**src/rtl/sum_bcd_display.sv**
```systemverilog
// Captures a 5-bit sum, converts it to two BCD digits with a serial double-dabble FSM,
// and scans both digits onto a common-anode 7-segment pair. Option: SUM_BCD_BLANK_LEADING_ZERO_EN.
module sum_bcd_display #(
  parameter int REFRESH_DIV = 50000
) (
  input  logic       clk,
  input  logic       rst_n,
  input  logic [4:0] sum_in,
  input  logic       load,
  output logic       busy,
  output logic       done,
  output logic [3:0] bcd_tens,
  output logic [3:0] bcd_units,
  output logic [6:0] seg,
  output logic [1:0] an
);

  // state | meaning
  // IDLE  | waiting for load; committed digits on display
  // CONV  | one double-dabble iteration per cycle, five in total
  localparam logic [0:0] S_IDLE = 1'b0;
  localparam logic [0:0] S_CONV = 1'b1;

  localparam int CW = (REFRESH_DIV > 1) ? $clog2(REFRESH_DIV) : 1;

  logic [0:0] state_q, state_d;
  logic [4:0] shift_q, shift_d;
  logic [7:0] scratch_q, scratch_d;
  logic [2:0] iter_q, iter_d;
  logic       busy_q, busy_d;
  logic       done_q, done_d;
  logic [3:0] tens_q, tens_d;
  logic [3:0] units_q, units_d;

  logic [3:0] tens_adj, units_adj;
  logic [7:0] scratch_next;
  logic [4:0] shift_next;

  logic [CW-1:0] scan_cnt_q;
  logic          sel_tens_q;

  always_comb begin
    tens_adj     = (scratch_q[7:4] >= 4'd5) ? scratch_q[7:4] + 4'd3 : scratch_q[7:4];
    units_adj    = (scratch_q[3:0] >= 4'd5) ? scratch_q[3:0] + 4'd3 : scratch_q[3:0];
    // {scratch, shift} shifts left as one 13-bit value
    scratch_next = {tens_adj[2:0], units_adj, shift_q[4]};
    shift_next   = {shift_q[3:0], 1'b0};
  end

  always_comb begin
    state_d   = state_q;
    shift_d   = shift_q;
    scratch_d = scratch_q;
    iter_d    = iter_q;
    busy_d    = busy_q;
    done_d    = 1'b0;
    tens_d    = tens_q;
    units_d   = units_q;
    case (state_q)
      S_IDLE: begin
        if (load) begin
          shift_d   = sum_in;
          scratch_d = 8'h00;
          iter_d    = 3'd0;
          busy_d    = 1'b1;
          state_d   = S_CONV;
        end
      end
      S_CONV: begin
        scratch_d = scratch_next;
        shift_d   = shift_next;
        iter_d    = iter_q + 3'd1;
        if (iter_q == 3'd4) begin
          tens_d  = scratch_next[7:4];
          units_d = scratch_next[3:0];
          done_d  = 1'b1;
          busy_d  = 1'b0;
          state_d = S_IDLE;
        end
      end
      default: begin
        state_d = S_IDLE;
        busy_d  = 1'b0;
      end
    endcase
  end

  always_ff @(posedge clk) begin
    if (!rst_n) begin
      state_q   <= S_IDLE;
      shift_q   <= 5'd0;
      scratch_q <= 8'h00;
      iter_q    <= 3'd0;
      busy_q    <= 1'b0;
      done_q    <= 1'b0;
      tens_q    <= 4'd0;
      units_q   <= 4'd0;
    end else begin
      state_q   <= state_d;
      shift_q   <= shift_d;
      scratch_q <= scratch_d;
      iter_q    <= iter_d;
      busy_q    <= busy_d;
      done_q    <= done_d;
      tens_q    <= tens_d;
      units_q   <= units_d;
    end
  end

  // Scan runs freely, independent of the conversion FSM
  always_ff @(posedge clk) begin
    if (!rst_n) begin
      scan_cnt_q <= '0;
      sel_tens_q <= 1'b0;
    end else if (scan_cnt_q == CW'(REFRESH_DIV - 1)) begin
      scan_cnt_q <= '0;
      sel_tens_q <= ~sel_tens_q;
    end else begin
      scan_cnt_q <= scan_cnt_q + CW'(1);
    end
  end

  function automatic logic [6:0] seg_pattern(input logic [3:0] d);
    case (d)
      4'd0:    seg_pattern = 7'b1000000;
      4'd1:    seg_pattern = 7'b1111001;
      4'd2:    seg_pattern = 7'b0100100;
      4'd3:    seg_pattern = 7'b0110000;
      4'd4:    seg_pattern = 7'b0011001;
      4'd5:    seg_pattern = 7'b0010010;
      4'd6:    seg_pattern = 7'b0000010;
      4'd7:    seg_pattern = 7'b1111000;
      4'd8:    seg_pattern = 7'b0000000;
      4'd9:    seg_pattern = 7'b0010000;
      default: seg_pattern = 7'b1111111;
    endcase
  endfunction

  always_comb begin
    if (sel_tens_q) begin
      an = 2'b01;
`ifdef SUM_BCD_BLANK_LEADING_ZERO_EN
      seg = (tens_q == 4'd0) ? 7'b1111111 : seg_pattern(tens_q);
`else
      seg = seg_pattern(tens_q);
`endif
    end else begin
      an  = 2'b10;
      seg = seg_pattern(units_q);
    end
  end

  assign busy      = busy_q;
  assign done      = done_q;
  assign bcd_tens  = tens_q;
  assign bcd_units = units_q;

endmodule

```
**config.mk**
```make
export PLATFORM = sky130hd
export DESIGN_NAME = sum_bcd_display
export DESIGN_NICKNAME = d
export VERILOG_FILES = /design/src/rtl/sum_bcd_display.sv
export SDC_FILE = /design/constraint.sdc
export NUM_CORES = 1
export LEC_CHECK = 0
export ABC_AREA = 0
export CAP_MARGIN = 20
export CORE_AREA = 2 2 80 82
export DETAILED_ROUTE_END_ITERATION = 7
export DIE_AREA = 0 0 82 84
export PLACE_DENSITY = 0.71
export REMOVE_ABC_BUFFERS = 1
export SLEW_MARGIN = 0
export SYNTH_ARGS = -nofsm -noshare
export SYNTH_HDL_FRONTEND = slang
export SYNTH_SLANG_ARGS = --single-unit
```
**constraint.sdc**
```tcl
create_clock -name clk -period 2.3 [get_ports clk]
set_input_delay 0.46 -clock clk [delete_from_list [all_inputs] [get_ports clk]]
set_output_delay 0.46 -clock clk [all_outputs]
set_load 0.01 [all_outputs]
```
# == After elaboration in Yosys (flattened, before gate mapping) ==
# Memories as Yosys holds them, arrays and structs flattened. A register that Yosys moved wholly into a read port is not among the register bits.
# Index checks and enable logic that the tools add are counted.
# word_totals
ff_bits,44
n_memories,2
out_inout_bits,19
mem_bits_ro,224
inputBits,8
# classes
reduce_logical,4
eq_ne,4
bitwise_logic,3
n_lt_le_gt_ge,2
n_mux,21
addsub,4
# memory_table
name,depth,word_bits,rd,rd_ports_with_merged_regs,write_ports,line_no,rtl
(name not given),16,7,1,1,0,124,case (d)
(name not given),16,7,1,1,0,124,
# ops
cell,n
two-way mux 4 bit,5
"adder 16 x 1 -> 16 bit, second input constant",1
"== test 16 bit, second input constant",1
case mux 8 bit (2 select lines),1
case mux 5 bit (2 select lines),1
"greater-or-equal comparator 4 x 3 -> 1 bit, second input constant",2
two-way mux 8 bit,1
two-way mux 7 bit,1
two-way mux 3 bit,2
case mux 3 bit (2 select lines),1
AND reduction 2 bit,3
two-way mux 1 bit,5
two-way mux 5 bit,1
"adder 4 x 2 -> 4 bit, second input constant",1
case mux 1 bit (2 select lines),2
"adder 3 x 1 -> 3 bit, second input constant",1
"adder 3 x 2 -> 3 bit, second input constant",1
"== test 3 bit, second input constant",1
inverter 1 bit,3
two-way mux 2 bit,1
"!= test 2 x 1 -> 1 bit, second input constant",1
"!= test 2 bit, second input constant",1
OR reduction 2 bit,1

# == Logic depth before layout (Yosys ltp) ==
# Gate-level depths: netlist (run 1).
# depth
word_depth,4
depth_mapped,11
ltp_nobuf,10

# == Worst setup path before layout (run 1) ==
# Ideal clock, no wire load.
# synth_path
path_kind,reg-to-reg
startpoint,reg scratch_q[0]
endpoint,reg with a tool-made name
path_slack_ns,0.159
stages_incl_launch_ff,11
path_buffers,0
required_time_ns,2.156
t_arrival_ns,1.996
cell_sequence,dfxtp_1 inv_1 ha_1 and2b_1 nor3_1 a21oi_1 o21ai_0 nand2_1 ha_1 nor3_1 a211oi_1
# synth_lines
element,line_no,rtl
start: declaration,28,"logic [7:0] scratch_q, scratch_d;"
start signal: assignment,101,scratch_q <= scratch_d;

==> results.cfg, run 1 <==
[clocking]
cts.clk_slew.worst_paths_ns = 0.06
postCtsHoldBufs = 0
clock_latency_ns = 0.34
tritoncts = yes
cts.sink_count = 58
h-tree-depth = 3
clockBufferDepth = 2
cts_root_buf = clkbuf_8
numCtsBuffers = 9

[sta]
maxSlewHeadroom_pct = 61.3
rsz0062_at_grt = yes
finClkSkew_ns = 0.00469
min_period_ns = 2.14
report.final.hold_viol_count = 0
period_share_pct = 92.8
setup_viol = 0
timing.fmax_mhz = 468
worst_slew_pin_slew_ns = 0.579
slew_violations = 0
hold_slack_ns = 0.464
finalSetupTns_ns = 0

[placement]
place_congestion = 0.865
portBuffers = 26
hpwl_mm = 4.50
place_area_sq_mm = 0.00338

[critical_path]
rrSetupSlack_ns = 0.16
critPathCaptureType = flop
critical_path_buf_inv_count = 2
cpPeakStageDelay_ns = 0.33
reg2reg_depth = 9
cp-start-kind = flop
r2r-start = iter_q[0]
cpMostUsedCell = ha_1
cp.required_ns = 2.49
cp.arrival_ns = 2.33
cp_cell_sequence = inv_1 -> ha_1 -> nand3_1 -> and3_1 -> a21o_1 -> buf_4 -> ha_1 -> nor3_2 -> a211oi_1
crit_slowest_cell = dfxtp_1
critical_path_class = reg -> reg
cp_top_family = simple AND/OR/NAND/NOR gates
cp_max_fo = 7
worst-path-stages = 9

[yosys]
synth_xor_area_share_pct = 5.53
synthAdderAreaFrac_pct = 7.07
synth_edf_count = 0
seq_area_frac_synth_pct = 38.6
yosys.area_share.simple_pct = 21.3
netlist-cell-type-count = 62
syn_area_per_cell_sq_um = 8.91
muxShareOfSynthArea_pct = 4.66
ys.flop_type = dfxtp_1
synth-compound-area-share_pct = 17.4
synth_seq_cells = 58
synthArstFlopShare_pct = 0
synth_top_family_by_area = simple AND/OR/NAND/NOR gates
syn_inst = 338
syn_area_sq_mm = 0.00301
yosys_warnings = 0

[global_route]
grt_max_degree = 19
grt_usage_pct = 19.5
grt_pass1_wl_mm = 10.4
antenna_found_initial = 0
grt_pass1_vias = 2209
grt-ovfl-total = 0

[pwr]
p_leak_nw = 1.48
peakVddDrop_mv = 0.444
powerDensity_mw_per_mm2 = 574
total_power_mw = 2.09

[routing]
post_drt_wl_per_cell_microns = 13.6
drcViolationCount = 0
wl_mm = 6.19
ant_nets = 0
vias = 2445
firstDrtPassIters = 4
vias_per_cell = 5.36
drt_iter0_drc = 156

[cells_and_area]
layout_commonest_cell = dfxtp_1
final_util_pct = 59.8
area_growth_pct = 21.1
antenna_cells = 0
layout-drive-gt1-share_pct = 16.9
layout_common_cells = dfxtp_1, nor2_1, clkdlybuf4s50_1, nand2_1
fin_area_sq_mm = 0.00365
nets = 400
fillCellCount = 546

[status]
run_status = complete, no violations

[min_path]
min_to = scan_cnt_q[0]
hp-start = scan_cnt_q[0]
worst_hold_path_type = reg -> reg
hold_path_depth = 1

[die]
die_w_microns = 82
io-pin-count = 27
fp-row-count = 29
initial_utilization_pct = 49.4
coreArea_sq_mm = 0.00610
die_y_microns = 84
die-area_sq_mm = 0.00689

[run]
cap_violations = 0
-- cell usage after synthesis (all sizes together) (2+ instances only) --
master | instances | area (sq um)
nor2b | 4 | 25.0
nand2b | 2 | 12.5
a21oi | 18 | 101
and2 | 7 | 43.8
nor3b | 3 | 27.5
a211o | 2 | 17.5
nand2 | 26 | 103
a21o | 3 | 22.5
o31ai | 3 | 22.5
ha | 17 | 213
clkbuf | 6 | 22.5
nor4 | 2 | 18.8
o211a | 4 | 40.0
o21a | 3 | 22.5
a31oi | 5 | 46.3
and3b | 3 | 26.3
nor2 | 30 | 113
a32o | 2 | 21.3
inv | 17 | 63.8
mux2i | 5 | 50.1
mux2 | 8 | 90.1
dfxtp | 58 | 1160
a21boi | 2 | 15.0
nand3 | 13 | 70.1
o21ai | 15 | 75.1
xnor2 | 10 | 87.6
buf | 11 | 76.3
xor2 | 9 | 78.8
nor3 | 15 | 75.1
and3 | 10 | 67.6
a211oi | 6 | 45.0
-- cell families after synthesis --
family,count (synthesis)
compound gates,74
buf+inv,35
fa+ha+maj,17
mux,13
simple gates,122
xor+xnor,19
flops,58
-- routing by layer --
metal	vias up	global-route usage (%)	share of wire, %
met1	1133	26.2	47
met2	53	28.9	47
met3	7	7.47	5.1
met5	-	0	0
li1	1252	-	-
met4	0	6.06	1.4
-- cell type report --
type | instances | area [sq um] | share of cell area, %
inverters | 18 | 67.6 | 1.85
clock buffers | 13 | 169 | 4.63
multi-input cells | 245 | 1730 | 47.3
flip-flops and latches | 58 | 1160 | 31.9
repair buffers | 43 | 388 | 10.6
clock inverters | 2 | 35.0 | 0.961
well taps | 77 | 96.3 | 2.64
-- through the flow --
| stage | setup slack, ns | instances |
|---|---|---|
| 6_report | 0.164 | 456 |
| 5_1_grt | -0.00842 | 456 |
| 4_1_cts | -0.00918 | 454 |
| 3_5_place_dp | -0.0995 | 439 |
| 3_3_place_gp | -0.0255 | 439 |
| 2_1_floorplan | 0.167 | 321 |
-- power by group --
| part | internal, mW | switching, mW |
|---|---|---|
| combinational | 0.0494 | 0.0544 |
| clock | 0.581 | 0.370 |
| sequential | 1.02 | 0.0148 |
-- repair_timing --
item,in CTS,in global routing
resized for setup,2,12
pin swaps,0,2
endpoints found under the setup margin,8,17
setup buffers,0,2
-- worst max-delay path by stage --
stage | to | slack, ns | from
2_1_floorplan | flop | 0.17 | scratch_q[0]
3_3_place_gp | flop | -0.03 | rst_n
5_1_grt | flop | -0.008 | scratch_q[5]
4_1_cts | flop | -0.009 | scratch_q[0]
3_5_place_dp | flop | -0.1 | scratch_q[0]
6_report | flop | 0.16 | iter_q[0]
-- worst register-to-register path, delay by kind of cell, from the launching register on --
kind	cells	cell delay [ns]
adders and majority gates	2	0.51
DFF	1	0.33
buffers and inverters	2	0.20
AOI/OAI and AO/OA	2	0.25
and+or+nand+nor	3	0.69
Note: power is estimated with default switching activity, not from simulation.
==> run 2, diff against run 1 <==
CELL_PAD_IN_SITES_DETAIL_PLACEMENT = 1   (was default)
CELL_PAD_IN_SITES_GLOBAL_PLACEMENT = 2   (was default)
CORE_AREA = 2 2 100 102   (was 2 2 80 82)
DIE_AREA = 0 0 102 104   (was 0 0 82 84)
PLACE_DENSITY = 0.72   (was 0.71)
==> results.cfg, run 2 (synthesized netlist as in run 1, its figures left out) <==
[critical_path]
cp.arrival_ns = 2.37
cp.required_ns = 2.52
critPathCaptureType = flop
crit_slowest_cell = dfxtp_1
cp_top_family = compound AO/OA/AOI/OAI gates
r2r-start = scratch_q[1]
critical_path_class = reg -> reg
crit_start = scratch_q[1]
critical_path_buf_inv_count = 3
cpPeakStageDelay_ns = 0.32
cp-start-kind = flop
cp_max_fo = 4
cp_cell_sequence = inv_2 -> ha_2 -> and2b_1 -> buf_4 -> o21bai_1 -> xnor2_1 -> o21ai_1 -> buf_4 -> ha_2 -> and3b_1 -> o22a_1

[clocking]
cts_root_buf = clkbuf_8
clock_latency_ns = 0.34
clockBufferDepth = 2
h-tree-depth = 3
tritoncts = yes
cts.clk_slew.worst_paths_ns = 0.06
postCtsHoldBufs = 0
numCtsBuffers = 9
cts.sink_count = 58
postCtsSetupBuffers = 0

[pwr]
switching_share_pct = 20.9
total_power_mw = 2.34
peakVddDrop_mv = 0.230
pwr-share-comb_pct = 4.8
p_leak_nw = 1.53
clockPowerShare_pct = 51.1
power.internal_mw = 1.86
switchingPower_mw = 0.489
p_seq_share_pct = 44.1
powerDensity_mw_per_mm2 = 614

[sta]
report.final.hold_viol_count = 0
finClkSkew_ns = 0.00945
setup_viol = 0
maxSlewHeadroom_pct = 61.3
slew_violations = 0
period_share_pct = 93.4
min_period_ns = 2.15
timing.fmax_mhz = 465
worst_slew_pin_slew_ns = 0.574

[die]
coreArea_sq_mm = 0.00955
die_w_microns = 102
fp-row-count = 36
io-pin-count = 27
die-area_sq_mm = 0.0106
die_y_microns = 104
initial_utilization_pct = 31.5

[routing]
ant_nets = 0
wl_mm = 7.19
drt_iter0_drc = 71
vias_per_cell = 4.71
firstDrtPassIters = 4
drcViolationCount = 0
vias = 2455
post_drt_wl_per_cell_microns = 13.8

[global_route]
grt_max_degree = 15
grt_pass1_vias = 2556
antenna_found_initial = 0
grt_pass1_wl_mm = 12.4
grt_usage_pct = 14.6
grt-ovfl-total = 0

[min_path]
hp-start = scan_cnt_q[0]
worst_hold_path_type = reg -> reg

[cells_and_area]
antenna_cells = 0
layout-drive-gt1-share_pct = 19.6
layout_common_cells = dfxtp_1, nor2_1, clkdlybuf4s50_1, buf_4, nand2_1
fillCellCount = 1128
area_growth_pct = 26.8
regArea_sq_mm = 0.00116
layout_commonest_cell = dfxtp_1
nets = 408
multi_input_area_sq_mm = 0.00172
fin_area_sq_mm = 0.00382

[placement]
portBuffers = 26
place_area_sq_mm = 0.00353
hpwl_mm = 5.38
place_congestion = 0.763

[run]
cap_violations = 0

[status]
run_status = complete, no violations
-- run 2: cell types whose count changed in the layout (fill, tap and decap cells not counted), sizes merged --
cell	change
buf	+8
clkinvlp	+1
clkinv	-1
clkbuf	-1
bufinv	+2
-- run 2: worst paths after layout --
kind | end | slack, ns | cells after the start
max | flop | 0.15 | 11
min | scan_cnt_q[0] | 0.47 | 1
max reg2reg | flop | 0.15 | 11
min reg2reg | scan_cnt_q[0] | 0.47 | 1
-- run 2: cell type report --
class,instances,share of cell area [%]
multi-input combinational,245,45.0
sequential,58,30.5
timing repair buffer,51,11.7
tap,133,4.36
clock buffer,12,4.07
clock inverter,4,2.56
inverter,18,1.77
-- run 2: power groups by stage --
stage	combinational, mW	sequential [mW]	clock [mW]
global placement	0.113	1.06	0
floorplan	0.0498	1.06	0
CTS	0.116	1.03	1.24
detailed placement	0.115	1.06	0
finish	0.114	1.03	1.20
global route	0.128	1.04	1.27
-- run 2: per-stage QoR --
stage / util, % / TNS [ns] / hold slack [ns] / instances / setup WS, ns
global placement: 36.9 / -0.0210 / 0.449 / 505 / -0.0210
global route: 40.0 / -0.00334 / 0.499 / 521 / -0.00334
finish: 40.0 / 0 / 0.471 / 521 / 0.151
floorplan: - / 0 / 0.430 / 321 / 0.167
CTS: 39.6 / 0 / 0.476 / 521 / 0.0817
detailed placement: 36.9 / -0.0660 / 0.462 / 505 / -0.0313
-- run 2: timing repair --
action | in CTS | in global routing
setup endpoints to repair | 5 | 12
resized for setup | 2 | 16
pin swaps | 0 | 5
-- run 2: per-layer routing --
metal	part of all wire [%]	global-route usage (%)	vias up	routed length [microns]
li1	-	-	1268	-
met1	51	20.2	1146	3640
met2	45	22.2	34	3230
met3	3.0	2.69	7	215
met4	1.4	5.71	0	100
met5	0	0	-	0
